===== src/rtl/sram_rr_arbiter.sv =====
// Round-robin arbiter sharing one single-port, 1-cycle-latency SRAM among NUM_PORTS requesters.
// Grants are combinational; responses (read data or write acknowledge) return one cycle later.
module sram_rr_arbiter #(
  parameter int unsigned NUM_PORTS  = 2,
  parameter int unsigned DATA_WIDTH = 32,
  parameter int unsigned N_WORDS    = 1024,
  localparam int unsigned AW = $clog2(N_WORDS),
  localparam int unsigned BW = DATA_WIDTH / 8
) (
  input  logic                                clk_i,
  input  logic                                rst_ni,
  input  logic [NUM_PORTS-1:0]                req_i,
  input  logic [NUM_PORTS-1:0]                we_i,
  input  logic [NUM_PORTS-1:0][AW-1:0]        addr_i,
  input  logic [NUM_PORTS-1:0][DATA_WIDTH-1:0] wdata_i,
  input  logic [NUM_PORTS-1:0][BW-1:0]        be_i,
  output logic [NUM_PORTS-1:0]                gnt_o,
  output logic [NUM_PORTS-1:0]                rvalid_o,
  output logic [DATA_WIDTH-1:0]               rdata_o,
  output logic                                mem_req_o,
  output logic                                mem_we_o,
  output logic [AW-1:0]                       mem_addr_o,
  output logic [DATA_WIDTH-1:0]               mem_wdata_o,
  output logic [BW-1:0]                       mem_be_o,
  input  logic [DATA_WIDTH-1:0]               mem_rdata_i
);

  localparam int unsigned PW = (NUM_PORTS > 1) ? $clog2(NUM_PORTS) : 1;

  logic [PW-1:0]        ptr_q;
  logic [NUM_PORTS-1:0] rvalid_q;
  logic                 rd_q;
  logic                 gnt_any;
  logic [PW-1:0]        gnt_idx;
  int                   cand;

  // Scan from ptr+1 upward with wrap; first requester wins.
  always_comb begin
    gnt_any = 1'b0;
    gnt_idx = '0;
    cand    = 0;
    for (int off = 1; off <= int'(NUM_PORTS); off++) begin
      cand = (int'(ptr_q) + off) % int'(NUM_PORTS);
      if (!gnt_any && req_i[PW'(cand)]) begin
        gnt_any = 1'b1;
        gnt_idx = PW'(cand);
      end
    end
  end

  always_comb begin
    gnt_o       = '0;
    mem_we_o    = 1'b0;
    mem_addr_o  = '0;
    mem_wdata_o = '0;
    mem_be_o    = '0;
    mem_req_o   = |req_i;
    if (gnt_any) begin
      gnt_o       = NUM_PORTS'(1) << gnt_idx;
      mem_we_o    = we_i[gnt_idx];
      mem_addr_o  = addr_i[gnt_idx];
      mem_wdata_o = wdata_i[gnt_idx];
      mem_be_o    = be_i[gnt_idx];
    end
  end

  // Priority pointer and one-cycle response tracking; reset drops any pending response.
  always_ff @(posedge clk_i or negedge rst_ni) begin
    if (!rst_ni) begin
      ptr_q    <= PW'(NUM_PORTS - 1);
      rvalid_q <= '0;
      rd_q     <= 1'b0;
    end else begin
      if (gnt_any) begin
        ptr_q <= gnt_idx;
      end
      rvalid_q <= gnt_o;
      rd_q     <= gnt_any & ~mem_we_o;
    end
  end

  assign rvalid_o = rvalid_q;
  assign rdata_o  = rd_q ? mem_rdata_i : '0;

endmodule


===== config.mk =====
export PLATFORM = sky130hd
export DESIGN_NAME = sram_rr_arbiter
export DESIGN_NICKNAME = d
export VERILOG_FILES = /design/src/rtl/sram_rr_arbiter.sv
export SDC_FILE = /design/constraint.sdc
export NUM_CORES = 1
export LEC_CHECK = 0
export CAP_MARGIN = 20
export CELL_PAD_IN_SITES_DETAIL_PLACEMENT = 0
export CELL_PAD_IN_SITES_GLOBAL_PLACEMENT = 2
export CORE_UTILIZATION = 10
export CTS_BUF_LIST = sky130_fd_sc_hd__clkbuf_4 sky130_fd_sc_hd__clkbuf_8 sky130_fd_sc_hd__clkbuf_16
export DETAILED_ROUTE_END_ITERATION = 10
export MAX_ROUTING_LAYER = met4
export PLACE_DENSITY = 0.95
export SLEW_MARGIN = 5
export SYNTH_ARGS = -nofsm -noshare
export SYNTH_HDL_FRONTEND = slang
export SYNTH_SLANG_ARGS = --single-unit

===== constraint.sdc =====
create_clock -name clk_i -period 1.87 [get_ports clk_i]
set_input_delay 0.374 -clock clk_i [delete_from_list [all_inputs] [get_ports clk_i]]
set_output_delay 0.374 -clock clk_i [all_outputs]
set_load 0.03 [all_outputs]

==> flow_summary.json <==
{
  "report.final.slew_viol_count": 0,
  "start_util_pct": 10.4,
  "leakage_power_nw": 1.60,
  "multiInputGateArea_sq_mm": 0.00104,
  "worst_clock_skew_ns": 0.00350,
  "failed_checks": "design-rule violations, negative setup slack",
  "path_clk_slew_ns": 0.03,
  "holdBufCountCts": 0,
  "global_route.usage.total_pct": 9.06,
  "netlist_area_sq_mm": 0.00120,
  "synth_top_cell_area_share_pct": 39.1,
  "grt_pass1_vias": 1812,
  "worst-r2r-cell-count": 3,
  "reg_to_reg_setup_timing_slack_ns": 0.62,
  "mappedNetlistNets": 279,
  "routedLengthMet1_mm": 1.97,
  "place_congestion": 0.707,
  "synth.ff_latch_count": 4,
  "drtPass1Iterations": 7,
  "wl_met3_microns": 653,
  "area_of_the_die_sq_mm": 0.0125,
  "initialDrtViolationCount": 68,
  "required_ns": 1.50,
  "fmaxAchievable_ghz": 0.521,
  "syn-instance-count": 149,
  "design.core.area_sq_mm": 0.0116,
  "max-slew-margin-rel_pct": 78.2,
  "clock_sinks": 4,
  "grt_start_max_net_pins": 35,
  "io_buffers": 213,
  "design.portCount": 214,
  "crit_family": "flip-flops",
  "pwr-share-comb_pct": 82.6,
  "final.setup.worst_slack_ns": -0.0477,
  "final_min_period_over_clock_period_pct": 103,
  "fill_cells": 1217,
  "maxCapViolations": 0,
  "syn_avg_cell_area_sq_um": 8.07,
  "grt_setup_unrepaired": "yes",
  "worst-slew-pin-transition_ns": 0.326,
  "synth_area_leaders": "sky130_fd_sc_hd__mux2i_1, sky130_fd_sc_hd__nor2b_1, sky130_fd_sc_hd__and2_1, sky130_fd_sc_hd__dfrtp_1, sky130_fd_sc_hd__buf_6",
  "cts-buffers-inserted": 3,
  "clk_root_buffer_cell": "sky130_fd_sc_hd__clkbuf_16",
  "post_route_cells_drive_above_1_share_pct": 28.1,
  "setup_viol_count_final": 26,
  "power.density_cell_area_mw_per_mm2": 825,
  "fp-row-count": 39,
  "netlist.top_cell.by_area": "sky130_fd_sc_hd__mux2i_1",
  "hold_class": "input pin to async pin",
  "netSwitchingFraction_pct": 45.6,
  "report.power.total_mw": 2.88,
  "grt_overflow_total": 0,
  "status": "finished, violations left",
  "regArea_sq_um": 101,
  "setup_tns_ns": -0.330,
  "timing.setup.critical_path_class": "flip-flop to output port",
  "top_routing_layer_in_use": "met4",
  "antenna_violations_before_repair": 0,
  "regToRegStartpoint": "ptr_q",
  "critPathBufInv": 2,
  "floorplan.die.height_microns": 112,
  "detail_route.wl_per_cell_microns": 11.6,
  "power_switching_mw": 1.31,
  "syn_to_final_growth_pct": 190,
  "clock_latency_ns": 0.22,
  "htree_num_levels": 1,
  "ys_types": 11,
  "worst-path-max-fanout": 34,
  "dp_hpwl_mm": 5.10,
  "drc": 19,
  "timing_hold_violations_final": 0,
  "power.ir.vdd_worst_mv": 0.310,
  "drt.antenna.violating_nets": 0,
  "totalWireLength_mm": 5.83,
  "cp_arrival_ns": 1.54,
  "met2_length_mm": 3.18,
  "clockBufferDepth": 2,
  "worstSetupStartpointType": "flip-flop",
  "cellInternalPower_mw": 1.57,
  "route.vias.total": 1839,
  "critPathMaxStageDelay_ns": 0.57,
  "finalNetCount": 491,
  "layout_min_cycle_time_ns": 1.92,
  "crit_slowest_cell": "sky130_fd_sc_hd__dfstp_2",
  "synth-seq-area-share_pct": 8.43,
  "seq_power_share_pct": 5.1,
  "global_route_wire_length_before_repair_mm": 8.76,
  "cts_tree": "built",
  "fin_hold_ws_ns": 0.360,
  "antenna-diode-count": 0,
  "ys_warnings": 0,
  "post_drt_via_cell_ratio": 3.66,
  "chipWidth_microns": 112,
  "p_clk_share_pct": 12.3,
  "crit_chain": "buf_12, mux2i_1, nor2b_1, buf_4",
  "cp-end-kind": "output port",
  "rr_endpoint": "rd_q"
}
==> timing repair <==
action / in CTS / in global routing
gates resized for setup: 3 / 9
setup buffers: 0 / 0
setup endpoints to repair: 34 / 49
pin swaps: 0 / 0
==> state kept, by name (all words and copies together) (netlist names) <==
register	count
rd_q	1
rvalid_o	2
ptr_q	1
==> synthesized netlist by cell type, drive strengths merged <==
cell    instances
and2           34
buf             7
clkbuf          7
dfrtp           3
dfstp           1
mux2i          47
nor2b          48
or2             1
xor2            1
==> metrics by stage <==
stage | setup slack, ns | util (%) | cell area [sq um] | cells
final | -0.0477 | 30.2 | 3490 | 503
after global routing | -0.126 | 30.2 | 3490 | 503
after CTS | -0.0633 | 29.8 | 3450 | 503
after detailed placement | -0.0208 | 29.0 | 3350 | 499
after global placement | -0.00721 | 29.0 | 3350 | 499
after floorplan | 0.200 | - | 1200 | 149
==> layout make-up <==
cell class	instances	area share (%)
Multi-Input combinational cell	131	29.7
Sequential cell	4	2.91
Timing Repair Buffer	221	59.9
Tap cell	143	5.13
Clock buffer	4	2.37
==> per-layer routing <==
layer | track usage, % | vias to the layer above
met5 | - | -
met4 | 2.16 | 0
met3 | 2.01 | 2
met2 | 17.8 | 135
met1 | 8.86 | 798
li1 | - | 904
==> logic make-up (layout without fill, tap and decap cells) <==
kind of cell,count (synthesis),in the layout,share of synthesized area [%]
xor gates and xnor gates,1,1,0.729
buffers and inverters,14,225,8.53
DFF,4,4,8.43
muxes,47,47,39.1
and+or+nand+nor,83,83,43.2
==> worst reg2reg max path, stage by stage (launching register included) <==
cell and delay, ns:
sky130_fd_sc_hd__dfstp_2 0.57, sky130_fd_sc_hd__buf_12 0.19, sky130_fd_sc_hd__mux2i_4 0.28, sky130_fd_sc_hd__and2_1 0.14
==> power by group through the flow <==
stage               Clock [mW]  Combinational [mW]  Sequential [mW]
global placement             0                2.32            0.146
finish                   0.354                2.38            0.146
floorplan                    0                1.48            0.159
global route             0.370                2.52            0.149
detailed placement           0                2.34            0.147
CTS                      0.363                2.37            0.146
==> placed cells by master (no fill, tap or decap), drive strengths merged <==
cell type and count:
or2 1, nor2b 48, clkbuf 4, clkdlybuf4s50 130
mux2i 47, buf 90, and2 34, dlymetal6s2s 1
xor2 1, dfstp 1, dfrtp 3
==> worst max-delay path by stage <==
stage                            endpoint      from  cells past startpoint  slack (ns)
final                     mem_wdata_o[22]     ptr_q                      4       -0.05
after global routing       mem_wdata_o[5]     ptr_q                      4       -0.13
after CTS                  mem_wdata_o[5]     ptr_q                      4       -0.06
after detailed placement         gnt_o[1]  req_i[0]                      4       -0.02
after global placement           gnt_o[1]  req_i[0]                      4      -0.007
after floorplan               mem_be_o[1]     ptr_q                      4        0.20
Note: power is estimated with default switching activity, not from simulation.
